--- src/rtl/fp16_mac_pkg.sv ---
// Shared definitions for the fp16 multiplier front-end.
//   FP16_W   : width of an fp16 operand/result
//   FP16_ONE : encoding of +1.0
//   FP16_NAN : a NaN encoding used by callers for pass-through tests
//   state_t  : issue FSM states (IDLE=0, ISSUE=1, DONE=2)
package fp16_mac_pkg;

   localparam int unsigned FP16_W = 16;

   localparam logic [FP16_W-1:0] FP16_ONE = 16'h3C00;
   localparam logic [FP16_W-1:0] FP16_NAN = 16'h7C01;

   typedef enum logic [1:0] {
      IDLE  = 2'd0,
      ISSUE = 2'd1,
      DONE  = 2'd2
   } state_t;

endpackage

--- src/rtl/fp16_mul_arbiter_if.sv ---
// Requester and result handshake bundle of fp16_mul_arbiter.
//   req0_*/req1_* : operand pair, valid and ready per requester
//   res_*         : result data, owner id and valid/ready handshake
// Modports: slave = arbiter side, master = requester/consumer side.
interface fp16_mul_arbiter_if;
   import fp16_mac_pkg::*;

   logic              req0_valid;
   logic              req1_valid;
   logic [FP16_W-1:0] req0_a;
   logic [FP16_W-1:0] req0_b;
   logic [FP16_W-1:0] req1_a;
   logic [FP16_W-1:0] req1_b;
   logic              req0_ready;
   logic              req1_ready;
   logic              res_valid;
   logic [FP16_W-1:0] res_data;
   logic              res_id;
   logic              res_ready;

   modport slave (
      input  req0_valid, req1_valid, req0_a, req0_b, req1_a, req1_b, res_ready,
      output req0_ready, req1_ready, res_valid, res_data, res_id
   );

   modport master (
      output req0_valid, req1_valid, req0_a, req0_b, req1_a, req1_b, res_ready,
      input  req0_ready, req1_ready, res_valid, res_data, res_id
   );

endinterface

--- src/rtl/fp16_rr_arb2.sv ---
// Two-input grant logic with last-grant pointer.
//   clk, rst_n : clock, asynchronous active-low reset
//   en         : a grant may be issued this cycle
//   req0, req1 : requests
//   gnt0, gnt1 : one-hot (or zero) combinational grants
// Parameter RR_EN: 1 = round-robin, 0 = fixed priority to requester 0.
module fp16_rr_arb2 #(
   parameter bit RR_EN = 1'b1
) (
   input  logic clk,
   input  logic rst_n,
   input  logic en,
   input  logic req0,
   input  logic req1,
   output logic gnt0,
   output logic gnt1
);

   // Index of the requester that wins a tie; resets to requester 0.
   logic pref;

   always_comb begin
      gnt0 = 1'b0;
      gnt1 = 1'b0;
      if (en) begin
         if (req0 && req1) begin
            if (pref) gnt1 = 1'b1;
            else      gnt0 = 1'b1;
         end else begin
            gnt0 = req0;
            gnt1 = req1;
         end
      end
   end

   generate
      if (RR_EN) begin : g_rr
         // After granting requester 0 the tie goes to requester 1, and vice versa.
         always_ff @(posedge clk or negedge rst_n) begin
            if (!rst_n)            pref <= 1'b0;
            else if (gnt0 || gnt1) pref <= gnt0;
         end
      end else begin : g_fixed
         assign pref = 1'b0;
      end
   endgenerate

endmodule

--- src/rtl/fp16_mul_arbiter.sv ---
// Arbitrates two requesters onto one external registered fp16 multiplier.
//   CLK, RESETn : clock, asynchronous active-low reset
//   bus         : requester/result handshakes (fp16_mul_arbiter_if.slave)
//   mul_a/mul_b : registered operands to the multiplier
//   mul_out     : multiplier product, valid one cycle after mul_a/mul_b
//   cnt0/cnt1   : per-requester completed-result counters, present only
//                 when FP16_MUL_ARBITER_PERF_EN is defined
// Parameters: RR_EN (1 round-robin, 0 fixed priority), CNT_W (counter width).
module fp16_mul_arbiter
   import fp16_mac_pkg::*;
#(
   parameter bit          RR_EN = 1'b1,
   parameter int unsigned CNT_W = 16
) (
   input  logic              CLK,
   input  logic              RESETn,
   fp16_mul_arbiter_if.slave bus,
   output logic [FP16_W-1:0] mul_a,
   output logic [FP16_W-1:0] mul_b,
   input  logic [FP16_W-1:0] mul_out
`ifdef FP16_MUL_ARBITER_PERF_EN
   ,
   output logic [CNT_W-1:0]  cnt0,
   output logic [CNT_W-1:0]  cnt1
`endif
);

   state_t state, state_nxt;
   logic   gnt0, gnt1, grant, grant_en, res_hs, id_q;

   assign res_hs = (state == DONE) && bus.res_ready;
   // Gated by RESETn so no ready is presented while reset is held.
   assign grant_en = RESETn && ((state == IDLE) || res_hs);
   assign grant    = gnt0 || gnt1;

   fp16_rr_arb2 #(.RR_EN(RR_EN)) u_arb (
      .clk   (CLK),
      .rst_n (RESETn),
      .en    (grant_en),
      .req0  (bus.req0_valid),
      .req1  (bus.req1_valid),
      .gnt0  (gnt0),
      .gnt1  (gnt1)
   );

   always_comb begin
      state_nxt = state;
      unique case (state)
         IDLE:    if (grant) state_nxt = ISSUE;
         ISSUE:   state_nxt = DONE;
         DONE:    if (bus.res_ready) state_nxt = grant ? ISSUE : IDLE;
         default: state_nxt = IDLE;
      endcase
   end

   always_ff @(posedge CLK or negedge RESETn) begin
      if (!RESETn) begin
         state <= IDLE;
         mul_a <= '0;
         mul_b <= '0;
         id_q  <= 1'b0;
      end else begin
         state <= state_nxt;
         if (grant) begin
            mul_a <= gnt1 ? bus.req1_a : bus.req0_a;
            mul_b <= gnt1 ? bus.req1_b : bus.req0_b;
            id_q  <= gnt1;
         end
      end
   end

   assign bus.req0_ready = gnt0;
   assign bus.req1_ready = gnt1;
   assign bus.res_valid  = (state == DONE);
   assign bus.res_data   = mul_out;
   assign bus.res_id     = id_q;

`ifdef FP16_MUL_ARBITER_PERF_EN
   always_ff @(posedge CLK or negedge RESETn) begin
      if (!RESETn) begin
         cnt0 <= '0;
         cnt1 <= '0;
      end else if (res_hs) begin
         if (id_q) cnt1 <= cnt1 + 1'b1;
         else      cnt0 <= cnt0 + 1'b1;
      end
   end
`endif

endmodule
--- src/flat_wrapper.sv ---
// flat-port wrapper written by rule: the top's interface ports become plain ports
module fp16_mul_arbiter_flat import fp16_mac_pkg::*;
#(
   parameter bit          RR_EN = 1'b1,
   parameter int unsigned CNT_W = 16
)
  (CLK, RESETn, mul_a, mul_b, mul_out, bus_req0_valid, bus_req1_valid, bus_req0_a, bus_req0_b, bus_req1_a, bus_req1_b, bus_res_ready, bus_req0_ready, bus_req1_ready, bus_res_valid, bus_res_data, bus_res_id);
  fp16_mul_arbiter_if bus_i ();
  input  logic CLK;
  input  logic RESETn;
  output logic [FP16_W-1:0] mul_a;
  output logic [FP16_W-1:0] mul_b;
  input  logic [FP16_W-1:0] mul_out;
  input wire logic [$bits(bus_i.req0_valid)-1:0] bus_req0_valid;
  input wire logic [$bits(bus_i.req1_valid)-1:0] bus_req1_valid;
  input wire logic [$bits(bus_i.req0_a)-1:0] bus_req0_a;
  input wire logic [$bits(bus_i.req0_b)-1:0] bus_req0_b;
  input wire logic [$bits(bus_i.req1_a)-1:0] bus_req1_a;
  input wire logic [$bits(bus_i.req1_b)-1:0] bus_req1_b;
  input wire logic [$bits(bus_i.res_ready)-1:0] bus_res_ready;
  output wire logic [$bits(bus_i.req0_ready)-1:0] bus_req0_ready;
  output wire logic [$bits(bus_i.req1_ready)-1:0] bus_req1_ready;
  output wire logic [$bits(bus_i.res_valid)-1:0] bus_res_valid;
  output wire logic [$bits(bus_i.res_data)-1:0] bus_res_data;
  output wire logic [$bits(bus_i.res_id)-1:0] bus_res_id;
  assign bus_i.req0_valid = bus_req0_valid;
  assign bus_i.req1_valid = bus_req1_valid;
  assign bus_i.req0_a = bus_req0_a;
  assign bus_i.req0_b = bus_req0_b;
  assign bus_i.req1_a = bus_req1_a;
  assign bus_i.req1_b = bus_req1_b;
  assign bus_i.res_ready = bus_res_ready;
  assign bus_req0_ready = bus_i.req0_ready;
  assign bus_req1_ready = bus_i.req1_ready;
  assign bus_res_valid = bus_i.res_valid;
  assign bus_res_data = bus_i.res_data;
  assign bus_res_id = bus_i.res_id;
  fp16_mul_arbiter #(.RR_EN(RR_EN), .CNT_W(CNT_W)) u_core (.CLK(CLK), .RESETn(RESETn), .bus(bus_i), .mul_a(mul_a), .mul_b(mul_b), .mul_out(mul_out));
endmodule
--- config.mk ---
export PLATFORM = sky130hd
export DESIGN_NAME = fp16_mul_arbiter_flat
export DESIGN_NICKNAME = d
export VERILOG_FILES = /design/src/rtl/fp16_mac_pkg.sv /design/src/rtl/fp16_mul_arbiter_if.sv /design/src/rtl/fp16_rr_arb2.sv /design/src/rtl/fp16_mul_arbiter.sv /design/src/flat_wrapper.sv
export SDC_FILE = /design/constraint.sdc
export NUM_CORES = 1
export LEC_CHECK = 0
export CORE_UTILIZATION = 31
export DETAILED_ROUTE_END_ITERATION = 12
export PLACE_DENSITY = 0.78
export SLEW_MARGIN = 20
export SYNTH_ARGS = -nofsm -noshare
export SYNTH_HDL_FRONTEND = slang
export SYNTH_HIERARCHICAL = 1
export SYNTH_SLANG_ARGS = --single-unit
--- constraint.sdc ---
create_clock -name CLK -period 1.8 [get_ports CLK]
set_clock_uncertainty 0.15 [all_clocks]
set_input_delay 0.36 -clock CLK [delete_from_list [all_inputs] [get_ports CLK]]
set_output_delay 0.36 -clock CLK [all_outputs]
set_load 0.005 [all_outputs]
==> run_results.csv <==
group,metric,value,unit
drt,first_iter_violations,44,
logic_synthesis,synth_most_common_cell,"dfrtp_1",
setup_path,critPathRequiredTime,1.29,ns
drt,drt-total-wl,4590,µm
logic_synthesis,synth-xor-area-share,0,%
min_path,hp-class,"input pin to asynchronous set/reset pin",
setup_path,crit_fanout,3,
finish,syn2layout_area_growth,63.4,%
finish,antenna_cells,0,
finish,drive_gt1_share,10.7,%
logic_synthesis,muxShareOfSynthArea,18.3,%
setup_path,critical_path.top_delay_family,"simple AND/OR/NAND/NOR gates",
timing,slew_headroom,69.2,%
setup_path,cp-end-kind,"output port",
clocking,clock_path_buffers,2,
timing,finalCritPeriodShare,108,%
logic_synthesis,synth_edf_count,0,
floorplan,dieHeight,78.5,µm
floorplan,rows,27,
outcome,violations,"negative setup slack",
timing,finalSetupTns,-1.74,ns
setup_path,crit_path_start_kind,"flop",
timing,timing.final.ws_setup,-0.151,ns
logic_synthesis,yosys_warnings,6,
place,hpwl,3250,µm
logic_synthesis,yosys-top-cells-area,"dfrtp_1 (50%), mux2i_1 (18%), o21ai_1 (7.7%)",
drt,avgViaCountPerCell,4.57,
drt,wl_per_cell,13.4,µm
pwr,power,3.78,mW
clocking,cts_sinks,36,
logic_synthesis,synth-main-ff-cell,"dfrtp_1",
timing,finalSetupViolCount,35,
setup_path,cp_data_arrival_time,1.44,ns
global_route,grt_max_degree,67,
logic_synthesis,yosysTopAreaCellShare,49.7,%
logic_synthesis,syn_area,1810,µm²
pwr,p_leak,1.18,nW
finish,fin_area,2960,µm²
logic_synthesis,ys_seq_area_share,49.7,%
drt,drt_first_pass_iters,4,
setup_path,crit_chain,"nor2b_4, nor3b_4, nand2_1, a21oi_4, buf_2",
logic_synthesis,synth_cells,175,
clocking,ctsHoldBuffers,0,
global_route,antenna_found_initial,0,
logic_synthesis,ys_top_cells_by_count,"dfrtp_1 (36), nand2_1 (34), mux2i_1 (32)",
logic_synthesis,synth_nets,260,
finish,fillers,534,
logic_synthesis,synth_top_family_by_area,"multiplexers",
finish,instances_no_fill,343,
floorplan,start_util,32.5,%
timing,finalHoldViolCount,0,
pwr,vdd_drop_max,0.616,mV
logic_synthesis,yosysTopAreaCell,"dfrtp_1",
setup_path,crit_slowest_cell,"dfrtp_1",
outcome,outcome,"complete, but fails checks",
drt,drc,0,
clocking,ctsRootBufferMaster,"clkbuf_8",
place,gp_congestion,0.718,
clocking,clk_pin_slew,0.07,ns
clocking,cts_made_buffers,5,
drt,ant_nets,0,
setup_path,path_buf_inv,1,
logic_synthesis,synth_cell_types,20,
finish,final_nets,355,
timing,finalMaxSlewViolations,0,
flow_run,max-cap-violations,0,
logic_synthesis,synthAdderAreaFrac,0,%
logic_synthesis,synth.avg_cell_area,10.4,µm²
logic_synthesis,yosys.area_share.simple,8.83,%
place,placed_area,2800,µm²
floorplan,core_area,5570,µm²
global_route,grt_pass1_wl,7150,µm
logic_synthesis,async_flop_share,100,%
drt,routed-via-count,1567,
global_route,grt_pass1_vias,1527,
place,place_ws,-0.629,ns
setup_path,slowest_delay,0.38,ns
floorplan,ios,137,
global_route,overflow,0,
timing,max_freq,513,MHz
clocking,insertion_delay,0.28,ns
clocking,htree_levels,2,
pwr,powerDensity,1280,nW/µm²
timing,worst_pin_slew,0.461,ns
setup_path,critical_path_class,"flop to output port",
timing,rsz0062_at_grt,"true",
timing,fin_crit,1.95,ns
place,dp_cells,331,
global_route,track_usage,15.3,%
clocking,tritoncts,"yes",
floorplan,dieArea,6160,µm²
logic_synthesis,synth_compound_area_share,10.3,%
place,io_buffer_count,104,
logic_synthesis,ys_seq_elements,36,
floorplan,die_w,78.5,µm
==> cells in the final DEF, fill, tap and decap left out <==
master / synthesis / routed
dlygate4sd2_1: 0 / 2
inv_1: 3 / 3
nor3b_4: 0 / 1
o21ai_0: 4 / 4
buf_12: 3 / 1
dfrtp_1: 36 / 36
nor2b_4: 0 / 1
clkdlybuf4s50_1: 0 / 99
buf_8: 0 / 1
mux2i_1: 32 / 32
buf_2: 5 / 3
clkbuf_16: 0 / 1
mux2_2: 1 / 1
clkinv_2: 0 / 2
nand2_1: 34 / 33
nor2_1: 2 / 2
buf_4: 16 / 7
a21oi_4: 0 / 2
a21oi_2: 1 / 1
nor3_1: 1 / 1
and3_1: 1 / 1
buf_6: 1 / 1
o21ai_1: 28 / 28
nand2_2: 0 / 1
clkbuf_8: 0 / 6
a21o_1: 1 / 1
==> per-layer routing <==
layer | up-vias | global-route usage, % | wire length [µm]
met5 | - | 0 | 0
met4 | 0 | 7.41 | 83
met3 | 14 | 5.00 | 457
met2 | 79 | 25.9 | 2150
met1 | 713 | 17.1 | 1890
li1 | 761 | - | -
==> state kept, by name, summed over array words and instances (netlist names) <==
register / flops
u_core/state: 2
u_core/mul_a: 16
u_core/mul_b: 16
u_core/u_arb/pref: 1
u_core/bus.res_id: 1
==> layout make-up <==
type                            instances  area (µm²)  share of cell area [%]
Sequential cell                        36         901                    30.4
Multi-Input combinational cell        109         722                    24.4
Clock buffer                            6        82.6                    2.79
Inverter                                3        11.3                   0.380
Clock inverter                          2        10.0                   0.338
Timing Repair Buffer                  115        1150                    38.7
Tap cell                               72        90.1                    3.04
==> cells by family (layout without fill, tap and decap cells) <==
| family | after synthesis | in the layout |
|---|---|---|
| AND/OR/NAND/NOR | 40 | 40 |
| multiplexers | 33 | 33 |
| buffers and inverters | 30 | 126 |
| AO/OA/AOI/OAI | 36 | 36 |
| flip-flops | 36 | 36 |
==> final timing paths <==
kind,cells after the start,slack (ns),endpoint,startpoint
worst max-delay path,5,-0.15,bus_req1_ready,u_core/state[1]
min in group CLK,1,0.34,u_core/bus.res_id,u_core/bus.res_id
max in group asynchronous,2,1.15,u_core/mul_b[5],RESETn
worst min-delay path,2,0.02,u_core/mul_a[1],RESETn
worst max register to register,7,-0.08,u_core/mul_b[0],u_core/state[1]
worst min register to register,1,0.34,u_core/bus.res_id,u_core/bus.res_id
==> repair_timing <==
item | CTS | global route
gates resized for setup | 18 | 2
endpoints found under the setup margin | 37 | 36
setup buffers | 2 | 2
pin swaps | 3 | 2
gates cloned | 0 | 1
hold endpoints to repair | 0 | 0
==> power breakdown <==
part,leakage [nW],internal [mW],switching (mW)
combinational,0.693,1.14,0.626
clock,0.0510,0.305,0.280
sequential,0.438,1.20,0.228
total,1.18,2.65,1.13
==> through the flow <==
stage | hold slack [ns] | util, %
floorplan | -0.0856 | -
global placement | 0.313 | 50.2
detailed placement | 0.322 | 50.2
CTS | 0.0200 | 52.3
global route | 0.0417 | 53.2
finish | 0.0167 | 53.2
Note: power is estimated with default switching activity, not from simulation.
